[src/rtl/edge_detect_pkg.sv]
// -----------------------------------------------------------------------------
// edge_detect_pkg
//   Shared constants and elaboration helpers for multi_edge_detect.
//   GLITCH_CNT_W / GLITCH_CNT_MAX size the per-channel aborted-transition
//   counter that exists only when MULTI_EDGE_GLITCH_STAT_EN is defined.
//   filt_len_fits() checks that the filter length can be reached by a
//   counter of the chosen width.
// -----------------------------------------------------------------------------
package edge_detect_pkg;

  localparam int GLITCH_CNT_W = 8;
  localparam logic [GLITCH_CNT_W-1:0] GLITCH_CNT_MAX = 8'hFF;

  // The counter only has to reach FILT_LEN-1, so FILT_LEN may equal 2**cnt_w.
  function automatic bit filt_len_fits(input int filt_len, input int cnt_w);
    return (filt_len >= 1) && (filt_len <= (1 << cnt_w));
  endfunction

endpackage

[src/rtl/edge_filter_ch.sv]
// -----------------------------------------------------------------------------
// edge_filter_ch
//   One channel of multi_edge_detect: SYNC_STAGES-deep synchroniser, glitch
//   filter, filtered level and registered one-cycle rise/fall pulses.
//   Optional macro MULTI_EDGE_GLITCH_STAT_EN adds a saturating counter of
//   aborted transitions.
//
// Ports
//   clk        system clock
//   rst_n      asynchronous active-low reset
//   en         detection enable; while low the level tracks silently
//   din        raw asynchronous input
//   level      filtered, synchronised level
//   pos / neg  one-cycle pulses coincident with a level change
//   glitch_cnt aborted-transition count (macro only)
// -----------------------------------------------------------------------------
module edge_filter_ch
  import edge_detect_pkg::*;
#(
  parameter int SYNC_STAGES = 2,
  parameter int FILT_CNT_W  = 3,
  parameter int FILT_LEN    = 3,
  parameter bit POS_EN      = 1'b1,
  parameter bit NEG_EN      = 1'b1,
  parameter bit INIT        = 1'b0
) (
  input  logic                    clk,
  input  logic                    rst_n,
  input  logic                    en,
  input  logic                    din,
  output logic                    level,
  output logic                    pos,
  output logic                    neg
`ifdef MULTI_EDGE_GLITCH_STAT_EN
  ,
  output logic [GLITCH_CNT_W-1:0] glitch_cnt
`endif
);

  localparam logic [FILT_CNT_W-1:0] CNT_LAST = FILT_CNT_W'(FILT_LEN - 1);

  logic [SYNC_STAGES-1:0] sync_q, sync_d;
  logic [FILT_CNT_W-1:0]  cnt_q, cnt_d;
  logic                   level_q, level_d;
  logic                   pos_q, pos_d;
  logic                   neg_q, neg_d;
  logic                   s;

  assign s = sync_q[SYNC_STAGES-1];

  always_comb begin
    sync_d  = {sync_q[SYNC_STAGES-2:0], din};
    cnt_d   = cnt_q;
    level_d = level_q;
    pos_d   = 1'b0;
    neg_d   = 1'b0;
    if (!en) begin
      // Follow the input quietly so re-enabling never fires a stale edge.
      cnt_d   = '0;
      level_d = s;
    end else if (s == level_q) begin
      cnt_d = '0;
    end else if (cnt_q == CNT_LAST) begin
      level_d = s;
      cnt_d   = '0;
      pos_d   = s & POS_EN;
      neg_d   = ~s & NEG_EN;
    end else begin
      cnt_d = cnt_q + 1'b1;
    end
  end

  always_ff @(posedge clk or negedge rst_n) begin
    if (!rst_n) begin
      sync_q  <= {SYNC_STAGES{INIT}};
      cnt_q   <= '0;
      level_q <= INIT;
      pos_q   <= 1'b0;
      neg_q   <= 1'b0;
    end else begin
      sync_q  <= sync_d;
      cnt_q   <= cnt_d;
      level_q <= level_d;
      pos_q   <= pos_d;
      neg_q   <= neg_d;
    end
  end

  assign level = level_q;
  assign pos   = pos_q;
  assign neg   = neg_q;

`ifdef MULTI_EDGE_GLITCH_STAT_EN
  logic [GLITCH_CNT_W-1:0] glitch_q, glitch_d;

  // A non-zero count that finds the input back at the level is an aborted
  // transition, i.e. one rejected glitch.
  always_comb begin
    glitch_d = glitch_q;
    if (en && (cnt_q != '0) && (s == level_q) && (glitch_q != GLITCH_CNT_MAX))
      glitch_d = glitch_q + 1'b1;
  end

  always_ff @(posedge clk or negedge rst_n) begin
    if (!rst_n) glitch_q <= '0;
    else        glitch_q <= glitch_d;
  end

  assign glitch_cnt = glitch_q;
`endif

endmodule

[src/rtl/multi_edge_detect.sv]
// -----------------------------------------------------------------------------
// multi_edge_detect
//   CH_NUM independent channels of synchronise + glitch-filter + edge detect,
//   intended for slow asynchronous pins such as I2C SCL/SDA.
//   Optional macro MULTI_EDGE_GLITCH_STAT_EN adds the glitch_cnt port
//   (8 bits per channel, slice [8*i+7:8*i] for channel i, saturating).
//
// Ports
//   clk          system clock
//   rst_n        asynchronous active-low reset
//   en           detection enable
//   input_signal raw asynchronous inputs, one per channel
//   level        filtered levels
//   pos / neg    one-cycle rise / fall pulses
//   any_edge     OR of all pos and neg bits (combinational)
//   glitch_cnt   per-channel aborted-transition counters (macro only)
// -----------------------------------------------------------------------------
module multi_edge_detect
  import edge_detect_pkg::*;
#(
  parameter int                CH_NUM      = 2,
  parameter int                SYNC_STAGES = 2,
  parameter int                FILT_CNT_W  = 3,
  parameter int                FILT_LEN    = 3,
  parameter logic [CH_NUM-1:0] POS_ENABLE  = {CH_NUM{1'b1}},
  parameter logic [CH_NUM-1:0] NEG_ENABLE  = {CH_NUM{1'b1}},
  parameter logic [CH_NUM-1:0] INIT_VAL    = {CH_NUM{1'b0}}
) (
  input  logic                             clk,
  input  logic                             rst_n,
  input  logic                             en,
  input  logic [CH_NUM-1:0]                input_signal,
  output logic [CH_NUM-1:0]                level,
  output logic [CH_NUM-1:0]                pos,
  output logic [CH_NUM-1:0]                neg,
  output logic                             any_edge
`ifdef MULTI_EDGE_GLITCH_STAT_EN
  ,
  output logic [GLITCH_CNT_W*CH_NUM-1:0]   glitch_cnt
`endif
);

  if (!filt_len_fits(FILT_LEN, FILT_CNT_W)) begin : g_bad_filt_len
    $error("multi_edge_detect: FILT_LEN must be in 1..2**FILT_CNT_W");
  end
  if (SYNC_STAGES < 2) begin : g_bad_sync
    $error("multi_edge_detect: SYNC_STAGES must be at least 2");
  end
  if (CH_NUM < 1) begin : g_bad_ch
    $error("multi_edge_detect: CH_NUM must be at least 1");
  end

  for (genvar i = 0; i < CH_NUM; i++) begin : g_ch
    edge_filter_ch #(
      .SYNC_STAGES (SYNC_STAGES),
      .FILT_CNT_W  (FILT_CNT_W),
      .FILT_LEN    (FILT_LEN),
      .POS_EN      (POS_ENABLE[i]),
      .NEG_EN      (NEG_ENABLE[i]),
      .INIT        (INIT_VAL[i])
    ) u_ch (
      .clk        (clk),
      .rst_n      (rst_n),
      .en         (en),
      .din        (input_signal[i]),
      .level      (level[i]),
      .pos        (pos[i]),
      .neg        (neg[i])
`ifdef MULTI_EDGE_GLITCH_STAT_EN
      ,
      .glitch_cnt (glitch_cnt[GLITCH_CNT_W*i +: GLITCH_CNT_W])
`endif
    );
  end

  assign any_edge = |(pos | neg);

endmodule

[config.mk]
export PLATFORM = sky130hd
export DESIGN_NAME = multi_edge_detect
export DESIGN_NICKNAME = d
export VERILOG_FILES = /design/src/rtl/edge_detect_pkg.sv /design/src/rtl/edge_filter_ch.sv /design/src/rtl/multi_edge_detect.sv
export SDC_FILE = /design/constraint.sdc
export NUM_CORES = 1
export LEC_CHECK = 0
export CAP_MARGIN = 20
export CORE_ASPECT_RATIO = 1.1
export CORE_MARGIN = 4
export CORE_UTILIZATION = 49
export CTS_CLUSTER_DIAMETER = 150
export DETAILED_ROUTE_END_ITERATION = 6
export GPL_TIMING_DRIVEN = 0
export PLACE_DENSITY = 0.74
export SLEW_MARGIN = 20
export SYNTH_ARGS = -nofsm -noshare
export SYNTH_HDL_FRONTEND = slang
export SYNTH_SLANG_ARGS = --single-unit
[constraint.sdc]
create_clock -name clk -period 1.7 [get_ports clk]
set_clock_uncertainty 0.2 [all_clocks]
set_input_delay 0.17 -clock clk [delete_from_list [all_inputs] [get_ports clk]]
set_output_delay 0.17 -clock clk [all_outputs]
set_load 0.01 [all_outputs]
==> results.toml, run 1 <==
[global_routing]
grt_pass1_vias = 458
grt_max_degree = 17
grt_use_total = 0.1337
antenna_found_initial = 0
overflow = 0
grt_pass1_wl_um = 1938

[cts]
clkTransAtPathRegs_ns = 0.08
numCtsBuffers = 3
max-clock-path-buffers = 2
htreeDepth = 1
insertion_delay_ns = 0.28
cts_tree = "yes"
clockRootBuffer = "clkbuf_4"
cts.sink_count = 16

[timing]
maxSlewViolCount = 0
tightest_slew_ns = 0.6533
relSlewSlack = 0.5631
fin_crit_sh = 0.9911
finalHoldViolations = 0
fin_ws_ns = 0.01512
max_freq_mhz = 593.5
rsz0062_at_grt = "yes"
setup_viol = 0
fin_crit_ns = 1.685

[synth]
ys_warn_count = 0
synth_cells = 56
ys_types = 16
avgSynthCellArea_sq_um = 12.76
syn_nets = 61
ys_ff_latch = 16
seq_area_frac_synth = 0.5604
netlist_area_sq_um = 714.4

[power_and_ir_drop]
power.leakage_uw = 0.0003641
ir_drop_uv = 470.1
pwr-share-clk = 0.262
p_int_uw = 542.2
seqPwrFrac = 0.596
p_sw_uw = 167.6
p_sw_frac = 0.2361
pwr-share-comb = 0.142
p_per_area_nw_per_um2 = 809.3

[worst_setup_path]
required_ns = 1.33
r2r-start = "g_ch[0].u_ch.cnt_q[0]"
r2r-end = "g_ch[0].u_ch.level"
worstRegToRegCells = 2
worstPathMaxFanout = 2
crit_start = "g_ch[1].u_ch.pos"
start_kind = "flip-flop"
worst_setup_path_end_kind = "primary output"
cp.arrival_ns = 1.31
endpoint = "any_edge"
reg2reg_setup_slack_ns = 0.19
path_class = "reg -> out"

[placement]
dpl-instance-area_sq_um = 844.6
gp_congestion = 0.6652
dp_hpwl_um = 792
dp_cells = 83
portBuffers = 11
dpl_worst_slack_ns = -0.03780

[layout]
regArea_sq_um = 400.4
fillCellCount = 115
fin_util = 0.6419
multiInputGateArea_sq_um = 257.7
fin_cells = 88
diodes = 0
final_common_cell = "dfrtp_1"
mostFrequentLayoutCells = "dfrtp_1, clkdlybuf4s50_1, buf_4"
fin_nets = 79
area_delta_synth_final_pct = 22.77
design_area_sq_um = 877.1
drive_above_1_share = 0.1944

[run_status]
status = "finished, final reports clean"

[drt]
routed_wl_um = 1114
antenna_left = 0
drc = 0
first_pass_iters = 3
vias_per_cell = 5.557
vias = 489
wl_per_cell_um = 12.66
drt_iter0_drc = 2

[floorplanning]
core_area_sq_um = 1366
ios = 12
initial_utilization = 0.5229
fp.dieH_um = 48.05
die_x_um = 44.41
die-area_sq_um = 2134
num_rows = 14

[flow_run]
drv_cap = 0

[min_path]
hp-class = "in -> async"
==> cells in the mapped netlist <==
master	instances	area (sq um)
inv_1	3	11.26
a311o_1	2	20.02
a2111oi_0	2	17.52
nor3b_1	4	30.03
or4_1	1	7.510
buf_4	6	45.04
a21bo_2	2	20.02
a211oi_1	4	30.03
nand2b_1	2	12.51
nand4bb_1	2	22.52
nand3b_1	4	30.03
nor2b_1	2	12.51
nor4bb_1	2	20.02
xnor2_1	2	17.52
dfrtp_1	16	400.4
or3b_1	2	17.52
==> critical path: stages (launching register included) <==
cell	delay, ns
dfrtp_1	0.38
or4_1	0.51
buf_2	0.15
==> through the flow <==
stage / power [uW] / hold slack, ns / TNS, ns
4_1_cts: 724.7 / 0.1068 / -0.007024
3_3_place_gp: 520.8 / 0.1333 / -0.009549
5_1_grt: 758.2 / 0.1173 / -0.05525
6_report: 709.8 / 0.08736 / 0
2_1_floorplan: 479.3 / -0.3256 / 0
3_5_place_dp: 524.1 / 0.1347 / -0.03780
==> final cells by class <==
class / count / share of cell area
flip-flops and latches: 16 / 0.4565
multi-input cells: 31 / 0.2939
repair buffers: 13 / 0.1369
plain buffers: 6 / 0.05136
clock buffers: 3 / 0.02568
well taps: 16 / 0.02282
inverters: 3 / 0.01284
==> flip-flops by register name (all words and copies together) (netlist names) <==
register and cells:
g_ch.u_ch.level 2, g_ch.u_ch.cnt_q 6, g_ch.u_ch.neg 2, g_ch.u_ch.pos 2
g_ch.u_ch.sync_q 4
==> cells by family after synthesis <==
logic type	after synthesis	share of synthesized area
AO/OA/AOI/OAI	10	0.1226
buffers and inverters	9	0.07880
AND/OR/NAND/NOR	19	0.2137
XOR/XNOR	2	0.02452
flip-flops	16	0.5604
==> power by group through the flow <==
stage	clock, uW	sequential (uW)	combinational [uW]
final	186	423	101
after global routing	221	428	110
after CTS	200	423	102
after detailed placement	0	436	88.2
after global placement	0	434	86.8
after floorplan	0	428	51.1
==> metal layers <==
layer | global-route usage | vias up | part of all wire
met1 | 0.1627 | 236 | 0.43
met4 | 0.1084 | 0 | 0.0090
met3 | 0.03383 | 2 | 0.065
li1 | - | 239 | -
met5 | 0 | - | 0
met2 | 0.2035 | 12 | 0.50
==> what timing repair did <==
action | in CTS | in global routing
resized for setup | 4 | 0
setup buffers | 2 | 0
pin swaps | 1 | 0
hold buffers | 0 | 0
setup endpoints to repair | 3 | 1
==> how the worst min path moves through the flow <==
stage | from | endpoint | slack (ns) | cells past startpoint
floorplan | rst_n | g_ch[0].u_ch.cnt_q[0] | -0.33 | 0
CTS | rst_n | g_ch[1].u_ch.sync_q[0] | 0.11 | 1
finish | rst_n | g_ch[1].u_ch.cnt_q[2] | 0.09 | 1
global placement | g_ch[1].u_ch.sync_q[0] | g_ch[1].u_ch.sync_q[1] | 0.13 | 0
detailed placement | g_ch[0].u_ch.sync_q[0] | g_ch[0].u_ch.sync_q[1] | 0.13 | 0
global route | input_signal[0] | g_ch[0].u_ch.sync_q[0] | 0.12 | 1
Power figures use the tool's default switching activity.
==> inputs of run 2 (changes only) <==
Settings changed: CORE_ASPECT_RATIO 1.1 to default, GPL_TIMING_DRIVEN 0 to default, PLACE_DENSITY 0.74 to 0.75, SYNTH_HIERARCHICAL from default to 1.
==> results.toml, run 2 <==
[timing]
fin_crit_sh = 0.9923
rsz0062_at_grt = "yes"
max_freq_mhz = 592.8
fin_crit_ns = 1.687
maxSlewViolCount = 0
relSlewSlack = 0.7617
fin_ws_ns = 0.01303
finalHoldViolations = 0
setup_viol = 0
tightest_slew_ns = 0.3542

[synth]
synth_area_leaders = "dfrtp_1, a211oi_1, nand3b_1"
async_reset_ff_frac = 1.000
synth_most_common_cell = "dfrtp_1"
ys_ff_latch = 16
synth_cells = 52
netlist_area_sq_um = 684.4
seq_area_frac_synth = 0.5850
ys.flop_type = "dfrtp_1"
synth_edf_count = 0
ys_types = 22
synth_area_leader_cell = "dfrtp_1"
ys_warn_count = 6
synth_common_cells = "dfrtp_1, a211oi_1, inv_1, nand3b_1, nand2b_1"
synth_top_area_frac = 0.5850
avgSynthCellArea_sq_um = 13.16
syn_nets = 57

[cts]
numCtsBuffers = 3
insertion_delay_ns = 0.28
clockRootBuffer = "clkbuf_4"
cts_tree = "yes"
cts.sink_count = 16
htreeDepth = 1
max-clock-path-buffers = 2
clkTransAtPathRegs_ns = 0.08

[layout]
final_common_cell = "dfrtp_1"
regArea_sq_um = 401.6
multiInputGateArea_sq_um = 269.0
diodes = 0
drive_above_1_share = 0.2000
fin_cells = 85
area_delta_synth_final_pct = 27.24
largest_register = "g_ch.u_ch/cnt_q"
reg_top3 = "g_ch.u_ch/cnt_q (6), g_ch.u_ch/sync_q (4)"
mostFrequentLayoutCells = "dfrtp_1, clkdlybuf4s50_1, nand3b_1, inv_1, a211oi_1"
largest_reg_flops = 6
fillCellCount = 105
fin_nets = 76

[drt]
antenna_left = 0
first_pass_iters = 4
vias_per_cell = 5.518
drc = 0
routed_wl_um = 1085
vias = 469
wl_per_cell_um = 12.76
drt_iter0_drc = 3

[worst_setup_path]
worstPathMaxFanout = 2
worst-path-buf-inv = 1
worst_setup_path_end_kind = "primary output"
start_kind = "flip-flop"
cp_slowest_stage_delay_ns = 0.50
cp_top_family = "simple AND/OR/NAND/NOR gates"
required_ns = 1.33
cp.arrival_ns = 1.32
path_class = "reg -> out"
critPathSlowestCell = "or4_1"
path_cells = "or4_1, buf_2"

[floorplanning]
ios = 12
fp.dieH_um = 45.38
die-area_sq_um = 2059
num_rows = 13
die_x_um = 45.38
core_area_sq_um = 1301
initial_utilization = 0.5260

[power_and_ir_drop]
seqPwrFrac = 0.560
power.leakage_uw = 0.0003707
p_sw_frac = 0.2283
p_per_area_nw_per_um2 = 871.2
p_int_uw = 585.5
pwr-share-clk = 0.315
ir_drop_uv = 676.1
p_sw_uw = 173.2
pwr-share-comb = 0.125

[global_routing]
overflow = 0
grt_pass1_wl_um = 1863
antenna_found_initial = 0
grt_pass1_vias = 428
grt_max_degree = 17
grt_use_total = 0.1322

[placement]
dp_cells = 79
dp_hpwl_um = 817.3
dpl_worst_slack_ns = -0.01961
gp_congestion = 0.6705
portBuffers = 11

[flow_run]
drv_cap = 0

[min_path]
hp-class = "in -> reg"

[run_status]
status = "finished, final reports clean"
==> run 2: metrics by stage <==
step / total power (uW) / TNS (ns) / hold slack, ns / area (sq um) / util
after floorplan: 476.4 / 0 / -0.3256 / 684.4 / -
after global placement: 521.5 / -0.004052 / 0.1312 / 820.8 / 0.6308
after detailed placement: 523.4 / -0.01961 / 0.1356 / 820.8 / 0.6308
after CTS: 767.6 / -0.002639 / 0.1113 / 862.1 / 0.6625
after global routing: 813.4 / -0.06282 / 0.09200 / 870.8 / 0.6692
final: 758.7 / 0 / 0.1207 / 870.8 / 0.6692
==> run 2: worst paths after layout <==
| check | start | end | slack [ns] | depth (start not counted) |
|---|---|---|---|---|
| setup / recovery | g_ch[1].u_ch/pos | any_edge | 0.01 | 2 |
| min in group asynchronous | rst_n | g_ch[0].u_ch/cnt_q[1] | 0.53 | 3 |
| max in group asynchronous | rst_n | g_ch[1].u_ch/level | 0.58 | 3 |
| hold / removal | input_signal[0] | g_ch[0].u_ch/sync_q[0] | 0.12 | 1 |
| hold reg to reg | g_ch[1].u_ch/sync_q[0] | g_ch[1].u_ch/sync_q[1] | 0.15 | 0 |
| setup reg to reg | g_ch[1].u_ch/cnt_q[0] | g_ch[1].u_ch/level | 0.21 | 2 |
==> run 2: layout make-up <==
class                      instances  share of cell area
sequential                        16              0.4612
multi-input combinational         32              0.3089
timing repair buffer              14              0.1494
clock buffer                       4             0.04167
tap                               15             0.02155
inverter                           4             0.01724
==> run 2: cells by family after synthesis <==
kind of cell | after synthesis | synth area share
buffers and inverters | 4 | 0.02193
AOI/OAI and AO/OA | 9 | 0.1207
xor gates and xnor gates | 2 | 0.02560
DFF | 16 | 0.5850
and+or+nand+nor | 21 | 0.2468
==> run 2: what timing repair did <==
item                                   CTS  global route
pin swaps                                0             1
setup endpoints to repair                1             3
hold buffers                             1             0
resized for setup                        4             1
endpoints found under the hold margin   16             0
buffers inserted                         0             1
==> run 2: power groups by stage <==
stage / combinational, uW / sequential [uW] / clock, uW
3_3_place_gp: 87.0 / 435 / 0
2_1_floorplan: 44.6 / 432 / 0
5_1_grt: 104 / 429 / 280
4_1_cts: 89.4 / 428 / 251
6_report: 94.7 / 425 / 239
3_5_place_dp: 88.1 / 435 / 0
==> run 2: routing by layer <==
metal / track usage / part of all wire
met1: 0.1641 / 0.47
met2: 0.1921 / 0.45
met3: 0.07115 / 0.076
met4: 0.05263 / 0.0074
met5: 0 / 0
==> inputs of run 3 (changes only) <==
==> constraint.sdc (replaced) <==
create_clock -name clk -period 1.7 [get_ports clk]
set_clock_uncertainty 0.2 [all_clocks]
set_input_delay 0.425 -clock clk [delete_from_list [all_inputs] [get_ports clk]]
set_output_delay 0.425 -clock clk [all_outputs]
set_load 0.01 [all_outputs]
==> results.toml, run 3 (same netlist as run 2, synthesis figures left out) <==
[layout]
final_common_cell = "dfrtp_1"
diodes = 0
design_area_sq_um = 870.8
mostFrequentLayoutCells = "dfrtp_1, dlygate4sd2_1"
fin_cells = 86
reg_top3 = "g_ch.u_ch/cnt_q (6), g_ch.u_ch/sync_q (4)"
fillCellCount = 112
area_delta_synth_final_pct = 27.24
largest_register = "g_ch.u_ch/cnt_q"
drive_above_1_share = 0.2113
largest_reg_flops = 6
fin_nets = 77

[worst_setup_path]
start_kind = "flip-flop"
cp.arrival_ns = 1.30
cp_slowest_stage_delay_ns = 0.50
required_ns = 1.07
worstPathMaxFanout = 2
cp_top_family = "simple AND/OR/NAND/NOR gates"
worst_setup_path_end_kind = "primary output"
path_cells = "or4_1, buf_2"
path_class = "reg -> out"
critPathSlowestCell = "or4_1"
worst-path-buf-inv = 1

[drt]
vias_per_cell = 5.291
drc = 0
routed_wl_um = 1079
vias = 455
wl_per_cell_um = 12.55
drt_iter0_drc = 16
antenna_left = 0
first_pass_iters = 4

[placement]
gp_congestion = 0.6517
dpl_worst_slack_ns = -0.2775
dp_cells = 82
dp_hpwl_um = 797.8
portBuffers = 11
dpl-instance-area_sq_um = 843.3

[cts]
cts_tree = "yes"
cts_hold_buf = 0
htreeDepth = 1
cts.sink_count = 16
max-clock-path-buffers = 2
clkTransAtPathRegs_ns = 0.08
clockRootBuffer = "clkbuf_4"
insertion_delay_ns = 0.28
post_cts_buffers = 0
numCtsBuffers = 3

[flow_run]
drv_cap = 0

[floorplanning]
die-area_sq_um = 2059
die_x_um = 45.38
num_rows = 13
core_area_sq_um = 1301
ios = 12
fp.dieH_um = 45.38
initial_utilization = 0.5260

[timing]
setup_viol = 1
maxSlewViolCount = 0
fin_crit_ns = 1.930
tightest_slew_ns = 0.3437
hold_ws_ns = 0.1523
finalHoldViolations = 0
max_freq_mhz = 518.1
fin_ws_ns = -0.2300
rsz0062_at_grt = "yes"
relSlewSlack = 0.7692
fin_crit_sh = 1.135

[global_routing]
grt_use_total = 0.1352
grt_pass1_wl_um = 1897
overflow = 0
grt_max_degree = 17
antenna_found_initial = 0
grt_pass1_vias = 425

[power_and_ir_drop]
power.leakage_uw = 0.0004146
p_per_area_nw_per_um2 = 871.8
power.total_uw = 759.2
ir_drop_uv = 507.5

[run_status]
status = "finished, violations left"
violations = "setup timing"

[min_path]
hp-class = "reg -> reg"
[run 3: changes by cell type in the layout (fill, tap and decap cells not counted), sizes merged]
cell,delta
dlymetal6s2s,+1
buf,+2
dlygate4sd3,-1
dlygate4sd2,+5
clkdlybuf4s50,-6
[run 3: final timing paths]
check / cells past startpoint / to / start / slack [ns]
setup / recovery: 2 / any_edge / g_ch[0].u_ch/neg / -0.23
hold / removal: 0 / g_ch[0].u_ch/sync_q[1] / g_ch[0].u_ch/sync_q[0] / 0.15
setup reg to reg: 2 / g_ch[1].u_ch/level / g_ch[1].u_ch/cnt_q[0] / 0.20
hold reg to reg: 0 / g_ch[0].u_ch/sync_q[1] / g_ch[0].u_ch/sync_q[0] / 0.15
max in group asynchronous: 2 / g_ch[0].u_ch/sync_q[0] / rst_n / 0.88
min in group asynchronous: 2 / g_ch[0].u_ch/level / rst_n / 0.25
[run 3: final cells by class]
type | instances | area, sq um | share of cell area
Sequential cell | 16 | 400.4 | 0.4598
Multi-Input combinational cell | 32 | 269.0 | 0.3089
Timing Repair Buffer | 15 | 131.4 | 0.1509
Clock buffer | 4 | 36.28 | 0.04167
Tap cell | 15 | 18.77 | 0.02155
Inverter | 4 | 15.01 | 0.01724
[run 3: through the flow]
step / utilization / TNS, ns
6_report: 0.6692 / -0.2300
5_1_grt: 0.6692 / -0.2925
4_1_cts: 0.6673 / -0.3449
3_5_place_dp: 0.6481 / -0.3267
3_3_place_gp: 0.6481 / -0.2984
2_1_floorplan: - / 0
[run 3: power by group]
part           internal (uW)  switching (uW)  total [uW]  leakage (uW)
Combinational           53.4            44.0        97.4      0.000185
Clock                    130             109         239     0.0000210
Sequential               400            22.5         422      0.000209
[run 3: timing repair]
action / in CTS / in global routing
resized for setup: 9 / 1
pin swaps: 0 / 1
endpoints found under the setup margin: 7 / 2
gates cloned: 0 / 0
[run 3: per-layer routing]
| metal | global-route usage | share of wire | up-vias |
|---|---|---|---|
| li1 | - | - | 234 |
| met1 | 0.1730 | 0.49 | 207 |
| met2 | 0.1921 | 0.43 | 12 |
| met3 | 0.07115 | 0.070 | 2 |
| met4 | 0.05263 | 0.0074 | 0 |
| met5 | 0 | 0 | - |
